[src/rtl/psr_cond.sv]
// Processor status register {C,L,F,Z,N} with masked ALU flag capture, interrupt
// shadow save/restore and a 4-bit branch condition evaluator. Optional macro: PSR_FORWARD_EN.
module psr_cond (
  input  logic       clk,
  input  logic       reset,
  input  logic       flagWe,
  input  logic [4:0] flagMask,
  input  logic       aluC,
  input  logic       aluL,
  input  logic       aluF,
  input  logic       aluZ,
  input  logic       aluN,
  input  logic       psrWe,
  input  logic [4:0] psrIn,
  input  logic       intEnter,
  input  logic       intReturn,
  input  logic [3:0] cond,
  output logic [4:0] psr,
  output logic       take,
  output logic       inIsr,
  output logic       intAck
);

  typedef enum logic {
    ST_RUN = 1'b0,
    ST_ISR = 1'b1
  } state_e;

  localparam int C_BIT = 4;
  localparam int L_BIT = 3;
  localparam int F_BIT = 2;
  localparam int Z_BIT = 1;
  localparam int N_BIT = 0;

  state_e     state_q, state_d;
  logic [4:0] psr_q, psr_d;
  logic [4:0] shadow_q, shadow_d;
  logic       ack_q, ack_d;
  logic [4:0] alu_flags;
  logic [4:0] merged;
  logic [4:0] eval_flags;
  logic       restore;

  function automatic logic cond_true(input logic [3:0] c, input logic [4:0] f);
    logic r;
    case (c)
      4'd0:    r = f[Z_BIT];
      4'd1:    r = ~f[Z_BIT];
      4'd2:    r = f[C_BIT];
      4'd3:    r = ~f[C_BIT];
      4'd4:    r = f[L_BIT];
      4'd5:    r = ~f[L_BIT];
      4'd6:    r = f[N_BIT];
      4'd7:    r = ~f[N_BIT];
      4'd8:    r = f[F_BIT];
      4'd9:    r = ~f[F_BIT];
      4'd10:   r = ~f[L_BIT] & ~f[Z_BIT];
      4'd11:   r = f[L_BIT] | f[Z_BIT];
      4'd12:   r = ~f[N_BIT] & ~f[Z_BIT];
      4'd13:   r = f[N_BIT] | f[Z_BIT];
      4'd14:   r = 1'b1;
      default: r = 1'b0;
    endcase
    return r;
  endfunction

  assign alu_flags = {aluC, aluL, aluF, aluZ, aluN};
  assign merged    = (psr_q & ~flagMask) | (alu_flags & flagMask);
  // A return outside an ISR has no shadow to restore and falls through.
  assign restore   = intReturn && (state_q == ST_ISR);

  always_comb begin
    // NOTE: every combinational output gets a default first so no path can infer a latch.
    psr_d    = psr_q;
    state_d  = state_q;
    shadow_d = shadow_q;
    ack_d    = 1'b0;

    if (restore)     psr_d = shadow_q;
    else if (psrWe)  psr_d = psrIn;
    else if (flagWe) psr_d = merged;

    case (state_q)
      ST_RUN: begin
        if (intEnter) begin
          // Saving the next-PSR keeps a flag or LPR write issued alongside the entry.
          shadow_d = psr_d;
          ack_d    = 1'b1;
          state_d  = ST_ISR;
        end
      end
      ST_ISR: begin
        if (intReturn) state_d = ST_RUN;
      end
      default: state_d = ST_RUN;
    endcase
  end

`ifdef PSR_FORWARD_EN
  assign eval_flags = psr_d;
`else
  assign eval_flags = psr_q;
`endif

  assign take   = cond_true(cond, eval_flags);
  assign psr    = psr_q;
  assign inIsr  = (state_q == ST_ISR);
  assign intAck = ack_q;

  // NOTE: state registers use non-blocking assignments so all flops update together at the edge.
  always_ff @(posedge clk or posedge reset) begin
    if (reset) begin
      state_q  <= ST_RUN;
      psr_q    <= 5'b0;
      shadow_q <= 5'b0;
      ack_q    <= 1'b0;
    end else begin
      state_q  <= state_d;
      psr_q    <= psr_d;
      shadow_q <= shadow_d;
      ack_q    <= ack_d;
    end
  end

endmodule

[config.mk]
export PLATFORM = sky130hd
export DESIGN_NAME = psr_cond
export DESIGN_NICKNAME = d
export VERILOG_FILES = /design/src/rtl/psr_cond.sv
export SDC_FILE = /design/constraint.sdc
export NUM_CORES = 1
export LEC_CHECK = 0
export ABC_AREA = 1
export ABC_CLOCK_PERIOD_IN_PS = 1500
export BUFFER_PORTS_ARGS = -buffer_cell sky130_fd_sc_hd__buf_2
export CAP_MARGIN = 20
export CORE_UTILIZATION = 46
export CTS_BUF_LIST = sky130_fd_sc_hd__clkbuf_16
export CTS_CLUSTER_DIAMETER = 60
export DETAILED_ROUTE_END_ITERATION = 7
export PLACE_DENSITY = 0.84
export REMOVE_ABC_BUFFERS = 1
export SKIP_LAST_GASP = 1
export SLEW_MARGIN = 20
export SYNTH_ARGS = -nofsm -noshare
export SYNTH_HDL_FRONTEND = slang
export SYNTH_SLANG_ARGS = --single-unit
[constraint.sdc]
create_clock -name clk -period 1.5 [get_ports clk]
set_clock_uncertainty 0.15 [all_clocks]
set_input_delay 0.15 -clock clk [delete_from_list [all_inputs] [get_ports clk]]
set_output_delay 0.15 -clock clk [all_outputs]
set_load 0.02 [all_outputs]
; ---- Word level (Yosys, flattened, before mapping)
; Cells that the tools add are included.
[classes]
addsub = 0
n_mul = 0
n_div = 0
magnitude_cmp = 0
eq_ne = 14
n_shift = 0
mux = 8
n_bitwise = 14
reduce_logical = 3
[op_table]
columns = cell, n
row1 = equality test 4 bit (second input constant), 7
row2 = equality test 4 x 3 -> 1 bit (second input constant), 4
row3 = two-way mux 5 bit, 3
row4 = case mux 1 bit (15 select lines), 1
row5 = bitwise AND 5 bit, 2
row6 = equality test 4 x 2 -> 1 bit (second input constant), 2
row7 = NOT 1 bit, 6
row8 = NOT 5 bit, 1
row9 = bitwise OR 5 bit, 1
row10 = equality test 4 x 1 -> 1 bit (second input constant), 1
row11 = logical NOT 4 bit, 1
row12 = two-way mux 1 bit, 3
row13 = bitwise AND 1 bit, 2
row14 = bitwise OR 1 bit, 2
row15 = case mux 1 bit (2 select lines), 1
row16 = AND reduction 2 bit, 1
row17 = logical AND 1 bit, 1
[word_totals]
ff_bits = 12
latchBits = 0
mem_bits_rw = 0
mem_bits_ro = 0
inputBits = 25
wordCells = 43
mem_count = 0

; ---- Longest topological paths before layout
; Gate-level depths: netlist of run 1.
[logic_depth]
ltp_word = 6
mapped_depth = 9

; ---- Least setup slack after synthesis of run 1
; Ideal clock, no wire load.
[synth_timing]
path_kind = reg-to-output
from = reg psr_q[0] (netlist: psr[0])
to = out take
t_arrival_ns = 1.019
path_slack_ns = 0.181
path_stages_with_launch = 8
cell_sequence = dfrtp_1 -> inv_1 -> nand3_1 -> nand3_1 -> nand2_1 -> inv_1 -> a21oi_1 -> nand2_1
[synth_between]
elab_chain_cells = 3
[synth_lines]
columns = item, line
row1 = start: declaration, 36  ; logic [4:0] psr_q, psr_d;
row2 = start signal: assignment, 119  ; psr_q <= psr_d;
row3 = NOT 1 bit, "54, 59"
row4 = bitwise AND 1 bit, 59  ; 4'd12: r = ~f[N_BIT] & ~f[Z_BIT];
row5 = case mux 1 bit (15 select lines) *, 46  ; case (c)
row6 = end: declaration, 19  ; output logic take,
; Mark *: on every way between the ends. The rest lies on a longest branch, timed or not.

; ---- Worst setup path after layout of run 1
; Ends and elaborated chain as after synthesis.

==> metrics.txt, run 1 <==
status finished, violations left; failing checks design-rule violations, negative setup slack; CTS Buf Count 3; FFs w/ async S/R, synth 100%; Final setup viols 1; Comb pwr share between 30 and 40%; Cells after Synth approximately 140; RSZ-0062 raised after global routing yes; PD cells approximately 1200 mW/mm2; DRC viols 2; delay-heaviest family, CP simple AND/OR/NAND/NOR gates; Row Count 14; clk sinks 12; max-cap violations 0; GRT Total Usage 24.8%; die area 0.00190 mm2; Peak VDD IR 0.932 mV; crit-path max cell delay slightly above 0.4 ns; antenna violations before repair 0; CTS tree yes; Routed WL per cell approximately 11 um; Worst EP required 1.20 ns; top cell type by total area after synthesis dfrtp_1; Max Transition Viols Final 0; clock-pin slew on the worst setup and hold paths 0.04 ns; fmax 635 MHz; startpoint types register; global-route wire length before repair 3.46 mm; Area contributors post-synth dfrtp_1 38%, nand2_1 32%, nor2_1 8.5%; WP buf/inv 2; CP Capture Type output port; top_reg_cell synth dfrtp_1; GP Congestion 0.904; worst setup margin -0.0750 ns; Mapped Avg Cell Area 5.85 um2; Cell Area, Placed 976 um2; remaining global-route overflow 0; Syn-to-layout area delta 48.3%; Post-Route WL 2.14 mm; pin slew with the least headroom to its limit 0.431 ns; largest net degree at the start of global routing 13; CP Class reg -> out; Worst path depth 8; P_sw roughly 0.43 mW; Cell Chain, Critical Path nand3_1, nand2_1, inv_1, nand2_1, nand2_1, nor2_1, nand2_1, buf_6; Clock Power Share between 30% and 40%; vias in the first global route 925; period utilization 105%; detailed placement HPWL 1.53 mm; post-route ant nets 0; CP arrival 1.28 ns; first drt pass iteration count 6; Reg2Reg Depth 7; top post-synthesis cells by count 67 x nand2_1, 18 x nor2_1, 14 x inv_1, 12 x dfrtp_1, 11 x nand3_1; Seq cells post-synth 12; Switching Fraction between 30% and 40%; Final Total Pwr 1.36 mW; register area share after synthesis 37.7%; number of fill cells 118; sequential power share ~33%; CTS root buf clkbuf_16; Hold Fails Final Rpt 0; Ant. Diodes 0; Int Power ~0.93 mW; design area 0.00118 mm2; Core ar. 0.00156 mm2; Synth cell types 11; NumNets Final 207; Leak Pwr 0.705 nW; DR vias 960; Port Buffer Count 32; number of flops mapped to enable cells by yosys 0; area of the multi-input gates 473 um2; share of cells above drive strength 1 between 30 and 40%; Seq. cell area 302 um2; Via density 4.87; Syn. warnings 0; Tmin final 1.58 ns; Slew headroom a little under three quarters; Yosys top cell area share a little under two fifths; Hold Slack 0.107 ns; critical path's slowest cell dfrtp_2; crit-path most repeated cell nand2_1; hold depth 5; die height 43.6 um; Worst-Skew Late Latency 0.24 ns; I/O pin total 33; Worst Path Max Fanout 5; top-count cell post-synth nand2_1; die width 43.6 um; worst hold path class in -> reg; CTS Buffer Depth 2; Initial Utilization 51.0%; CTS H-tree lvls 1; drt initial violations 36; Netlist Area Pre-Place 796 um2
-- per-layer routing --
metal / share of wire, % / GRT usage (%)
met4: 2.1 / 13.1
met5: 0 / 0
met3: 4.0 / 4.17
met1: 39 / 24.9
met2: 55 / 47.5
-- cell type report --
cell class	count	area share [%]
Clock buffer	3	6.36
Clock inverter	1	0.318
Inverter	17	5.41
Tap cell	16	1.70
Timing Repair Buffer	41	20.6
Multi-Input combinational cell	107	40.1
Sequential cell	12	25.6
-- what timing repair did --
item                                   4_1_cts  5_1_grt
setup endpoints to repair                    1        1
setup buffers                                3        4
gates resized for setup                     10        6
endpoints found under the hold margin       13        0
hold buffers                                 2        0
pin swaps                                    5        5
-- stage by stage --
stage / setup WS, ns / cells / TNS (ns) / util, %
global placement: 0.138 / 184 / 0 / 62.6
global route: -0.141 / 197 / -0.141 / 75.7
finish: -0.0750 / 197 / -0.0750 / 75.7
floorplan: 0.181 / 136 / 0 / -
CTS: -0.0686 / 193 / -0.0686 / 72.6
detailed placement: 0.0966 / 184 / 0 / 62.6
-- worst min-delay path, stage by stage --
cell	delay, ns
buf_2	0.08
nor2_1	0.03
nor2_1	0.07
nand2_1	0.05
nand2_1	0.07
-- placed cells by master, fill, tap and decap left out --
cell	n
buf_6	2
buf_4	6
inv_1	11
nand2_2	2
nand3_1	4
nand2_1	66
clkbuf_16	3
nand3_2	7
clkinv_1	3
buf_2	31
nor2_1	18
dlygate4sd3_1	2
a21oi_2	1
dfrtp_1	11
dfrtp_2	1
nor2_2	1
inv_2	4
o21ai_0	8
-- final timing paths --
check / start / end / slack [ns]
max: psr[0]$_DFF_PP0_ / take / -0.08
min: psrIn[0] / psr[0]$_DFF_PP0_ / 0.11
max reg2reg: inIsr$_DFF_PP0_ / shadow_q[3]$_DFFE_PP0P_ / 0.16
min reg2reg: shadow_q[0]$_DFFE_PP0P_ / shadow_q[0]$_DFFE_PP0P_ / 0.32
max in group asynchronous: reset / psr[0]$_DFF_PP0_ / 0.57
min in group asynchronous: reset / shadow_q[3]$_DFFE_PP0P_ / 0.31
-- power groups by stage --
stage | Combinational (mW) | Clock, mW | Sequential, mW
after global routing | 0.486 | 0.505 | 0.451
after detailed placement | 0.344 | 0 | 0.444
after global placement | 0.335 | 0 | 0.440
final | 0.438 | 0.482 | 0.443
after floorplan | 0.188 | 0 | 0.475
after CTS | 0.397 | 0.487 | 0.440
-- kinds of logic (layout without fill, tap and decap cells) --
kind of cell	Yosys count	in the layout	share of synthesized area [%]
AOI/OAI and AO/OA	9	9	5.66
buffers and inverters	17	62	8.02
DFF	12	12	37.7
and+or+nand+nor	98	98	48.6
-- state kept, by name, summed over array words and instances, names as in the netlist --
signal / cells
shadow_q: 5
inIsr: 1
psr: 5
intAck: 1
Power figures use the tool's default switching activity.
==> run 2, diff against run 1 <==
--- a/config.mk
+++ b/config.mk
@@ -5,11 +5,10 @@
 export SDC_FILE = /design/constraint.sdc
 export NUM_CORES = 1
 export LEC_CHECK = 0
-export ABC_AREA = 1
 export ABC_CLOCK_PERIOD_IN_PS = 1500
 export BUFFER_PORTS_ARGS = -buffer_cell sky130_fd_sc_hd__buf_2
 export CAP_MARGIN = 20
-export CORE_UTILIZATION = 46
+export CORE_UTILIZATION = 45
 export CTS_BUF_LIST = sky130_fd_sc_hd__clkbuf_16
 export CTS_CLUSTER_DIAMETER = 60
 export DETAILED_ROUTE_END_ITERATION = 7
==> metrics.txt, run 2 <==
Initial Utilization 48.2%; GR peak layer met2; Hold Crit Endpoint psr[0]$_DFF_PP0_; Final setup viols 1; DR vias 754; largest net degree at the start of global routing 13; area of the multi-input gates 403 um2; FFs w/ async S/R, synth 100%; pin slew with the least headroom to its limit roughly 0.44 ns; Post-Route WL 1.72 mm; crit-path max cell delay 0.41 ns; top_reg_cell synth dfrtp_1; Worst-Skew Late Latency 0.24 ns; remaining global-route overflow 0; Routed WL per cell 12.0 um; clk sinks 12; GRT met3 Usage 4.31%; commonest cells after routing, fill and taps aside 31 x buf_2, 19 x nand2_1, 12 x o21ai_0, 11 x dfrtp_1, 8 x nor2_1; most common cell after layout, fill and taps aside buf_2; design area 0.00104 mm2; Peak VDD IR 0.820 mV; Tmin final 1.72 ns; CTS tree yes; status finished, violations left; die area ~0.0018 mm2; global-route wire length before repair ~2.8 mm; Worst EP required 1.20 ns; register area share after synthesis 41.4%; critical path's slowest cell dfrtp_1; worst r2r src psr[1]$_DFF_PP0_; top post-synthesis cells by count 19 x nand2_1, 14 x o21ai_0, 12 x dfrtp_1, 8 x nor2_1; Hold Fails Final Rpt 0; drt initial violations 13; hold depth 3; Core ar. 0.00151 mm2; CP Class reg -> out; GP Congestion 0.950; share of cells above drive strength 1 36.7%; met2 Usage GRT 38.8%; top-count cell post-synth nand2_1; CTS Buf Count 3; CP arrival 1.42 ns; clock-pin slew on the worst setup and hold paths 0.04 ns; CP Capture Type output port; Syn-to-layout area delta 43.1%; CTS root buf clkbuf_16; startpoint types register; Synth cell types 24; top cell type by total area after synthesis dfrtp_1; Worst Path Max Fanout 6; met1 GRT Util 22.5%; NumNets Final between 150 and 200; worst setup margin -0.218 ns; post-route ant nets 0; Ant. Diodes 0; first drt pass iteration count 4; Seq cells post-synth 12; Slew headroom 70.7%; antenna violations before repair 0; Post-Place Worst Slack 0.0210 ns; flop2flop setup slack roughly 0.07 ns; GRT Total Usage between 20% and 30%; number of fill cells 132; RSZ-0062 raised after global routing yes; Port Buffer Count 32; CTS Buffer Depth 2; CTS H-tree lvls 1; Row Count 14; I/O pin total 33; Reg2Reg Depth 6; Cell Chain, Critical Path nand2b_1, nand3_1, a21oi_1, o21ai_2, o311ai_2, buf_4; DRC viols 0; failing checks negative setup slack; Cells after Synth 91; Mapped Avg Cell Area 7.97 um2; number of flops mapped to enable cells by yosys 0; fmax 582 MHz; Via density 5.24; period utilization 115%; Area contributors post-synth dfrtp_1 41%, nand2_1 9.8%, o21ai_0 9.7%; Max Transition Viols Final 0; Final Total Pwr 1.26 mW; Hold Slack around 0.07 ns; Seq. cell area 302 um2; max-cap violations 0; Cell Area, Placed 882 um2; PD cells 1210 mW/mm2; Final Core Density 68.9%; Netlist Area Pre-Place 726 um2; Hold Path Origin psrIn[0]; worst hold path class in -> reg; die width approximately 42 um; Yosys top cell area share 41.4%; reg-to-reg critical path endpoint shadow_q[1]$_DFFE_PP0P_; vias in the first global route 717; detailed placement HPWL 1.20 mm; die height 42.2 um; Leak Pwr about 0.54 nW; Syn. warnings 0
run 2: kinds of logic (layout without fill, tap and decap cells):
family | count (synthesis) | count (layout) | share of synthesized area [%]
AO/OA/AOI/OAI | 24 | 24 | 17.6
XOR/XNOR | 1 | 1 | 1.21
buffers and inverters | 9 | 46 | 5.86
flip-flops | 12 | 12 | 41.4
multiplexers | 7 | 7 | 9.83
AND/OR/NAND/NOR | 38 | 38 | 24.1
run 2: critical path: cells and delay by family (launching register included):
kind	cells	cell delay, ns
simple gates	2	0.28
buf+inv	1	0.17
compound gates	3	0.33
flops	1	0.41
run 2: per-stage QoR:
step	setup TNS, ns	cells
finish	-0.218	144
global route	-0.322	144
CTS	-0.203	143
detailed placement	0	134
global placement	0	134
floorplan	-0.200	85
run 2: what timing repair did:
| action | in CTS | in global routing |
|---|---|---|
| hold endpoints to repair | 13 | 0 |
| endpoints found under the setup margin | 1 | 2 |
| hold buffers | 2 | 0 |
| buffers inserted | 4 | 1 |
| resized for setup | 0 | 8 |
| gates cloned | 0 | 0 |
| pin swaps | 2 | 3 |
run 2: how the worst max path moves through the flow:
stage	start	end	slack [ns]	cells past startpoint
after CTS	psr[0]$_DFF_PP0_	take	-0.20	5
final	psr[0]$_DFF_PP0_	take	-0.22	6
after floorplan	psr[1]$_DFF_PP0_	take	-0.20	4
after global routing	psr[2]$_DFF_PP0_	take	-0.31	6
after detailed placement	psr[1]$_DFF_PP0_	take	0.02	5
after global placement	psr[1]$_DFF_PP0_	take	0.05	5
run 2: area by class of cell:
| class | count | area share, % |
|---|---|---|
| inverters | 3 | 1.08 |
| clock buffers | 3 | 7.23 |
| repair buffers | 40 | 21.9 |
| multi-input cells | 70 | 38.8 |
| flip-flops and latches | 12 | 29.0 |
| well taps | 16 | 1.93 |
run 2: power by group:
part / switching (mW) / internal, mW
Combinational: 0.192 / 0.164
Sequential: 0.0446 / 0.388
Clock: 0.125 / 0.346
Total: 0.362 / 0.897
run 2: layer usage:
| layer | part of all wire [%] | up-vias | routed length, um |
|---|---|---|---|
| met5 | 0 | - | 0 |
| met4 | 2.2 | 0 | 38 |
| met3 | 6.3 | 4 | 109 |
| met2 | 51 | 33 | 874 |
| met1 | 41 | 336 | 702 |
| li1 | - | 381 | - |
==> run 3, diff against run 2 <==
--- a/config.mk
+++ b/config.mk
@@ -14,6 +14,7 @@
 export DETAILED_ROUTE_END_ITERATION = 7
 export PLACE_DENSITY = 0.84
 export REMOVE_ABC_BUFFERS = 1
+export SETUP_SLACK_MARGIN = 0.1
 export SKIP_LAST_GASP = 1
 export SLEW_MARGIN = 20
 export SYNTH_ARGS = -nofsm -noshare
==> metrics.txt, run 3 (synthesis gave the netlist of run 2 again) <==
PD cells 1210 mW/mm2; Ant. Diodes 0; Syn-to-layout area delta 44.7%; number of fill cells approximately 130; Worst EP required 1.20 ns; max-cap violations 0; Peak VDD IR between 0.8 and 0.9 mV; Post-Layout Cell Count around 140; Worst Path Max Fanout 6; vias in the first global route 717; global-route wire length before repair about 2.8 mm; CP arrival between 1 and 1.5 ns; detailed placement HPWL about 1.2 mm; CTS H-tree lvls 1; clk sinks 12; most common cell after layout, fill and taps aside buf_2; Port Buffer Count 32; CTS root buf clkbuf_16; first drt pass iteration count 4; setup_tns -0.216 ns; Final Total Pwr between 1 and 1.5 mW; Slew headroom between 70% and 80%; Final setup viols 1; Via density 5.26; Core ar. 0.00151 mm2; Worst-Skew Late Latency 0.24 ns; crit-path max cell delay 0.41 ns; Cell Chain, Critical Path nand2b_1, nand3_1, a21oi_1, o21ai_2, o311ai_2, buf_4; fmax slightly below 600 MHz; failing checks negative setup slack; Max Transition Viols Final 0; GP Congestion 0.950; Post-Place Worst Slack 0.0210 ns; Row Count 14; dpl cells 134; commonest cells after routing, fill and taps aside 31 x buf_2, 19 x nand2_1, 11 x dfrtp_1, 9 x o21ai_0, 8 x nor2_1; critical path's slowest cell dfrtp_1; period utilization 114%; Tmin final roughly 1.7 ns; die width 42.2 um; Initial Utilization 48.2%; largest net degree at the start of global routing 13; CP Capture Type output port; clock-pin slew on the worst setup and hold paths 0.04 ns; Hold Slack 0.0557 ns; die area 0.00178 mm2; Final Core Density a little over two thirds; RSZ-0062 raised after global routing yes; Hold Fails Final Rpt 0; die height ~42 um; antenna violations before repair 0; Post-Route WL 1.79 mm; DRC viols 0; DR vias between 700 and 800; Leak Pwr 0.539 nW; design area 0.00105 mm2; pin slew with the least headroom to its limit 0.444 ns; CTS Buf Count 3; remaining global-route overflow 0; status finished, violations left; worst setup margin -0.216 ns; drt initial violations 10; worst hold path class in -> reg; post-route ant nets 0; GRT Total Usage 21.2%; CTS Buffer Depth 2; Cell Area, Placed 882 um2; share of cells above drive strength 1 39.1%; CP Class reg -> out; NumNets Final roughly 160; startpoint types register; Routed WL per cell between 10 and 15 um; I/O pin total 33; CTS tree yes
## run 3: cell counts in the layout (fill, tap and decap cells not counted)
Identical to the previous run, type by type.
## run 3: area by class of cell
cell class	count	area, um2	area share, %
inverters	3	11.3	1.07
well taps	16	20.0	1.91
clock buffers	3	75.1	7.15
repair buffers	40	228	21.7
multi-input cells	70	414	39.5
flip-flops and latches	12	302	28.7
## run 3: worst max-delay path, delay by kind of cell (launching register included)
| family | cells | cell delay (ns) |
|---|---|---|
| and+or+nand+nor | 2 | 0.28 |
| DFF | 1 | 0.41 |
| AOI/OAI and AO/OA | 3 | 0.33 |
| buffers and inverters | 1 | 0.17 |
## run 3: power breakdown
part | internal (mW) | leakage (nW) | switching, mW
registers | 0.388 | 0.149 | 0.0450
logic | 0.168 | 0.354 | 0.198
clock network | 0.346 | 0.0370 | 0.125
## run 3: metal layers
metal	track usage, %	routed length [um]	vias up	share of wire, %
li1	-	-	384	-
met1	22.5	735	341	41
met2	38.8	921	29	51
met3	4.31	98	4	5.5
met4	11.9	38	0	2.1
met5	0	0	-	0
## run 3: worst paths after layout
| kind | startpoint | to | slack [ns] | cells after the start |
|---|---|---|---|---|
| max | psr[0]$_DFF_PP0_ | take | -0.22 | 6 |
| min | psrIn[1] | psr[1]$_DFF_PP0_ | 0.06 | 3 |
| max reg2reg | psr[1]$_DFF_PP0_ | shadow_q[1]$_DFFE_PP0P_ | 0.10 | 6 |
| min reg2reg | shadow_q[0]$_DFFE_PP0P_ | psr[0]$_DFF_PP0_ | 0.33 | 2 |
| max in group asynchronous | reset | psr[3]$_DFF_PP0_ | 0.56 | 3 |
| min in group asynchronous | reset | inIsr$_DFF_PP0_ | 0.31 | 3 |
## run 3: what timing repair did
action                                  4_1_cts  5_1_grt
endpoints found under the hold margin        13        0
hold buffers                                  2        0
setup buffers                                 4        1
pin swaps                                     2        3
resized for setup                             0       14
endpoints found under the setup margin        1        5
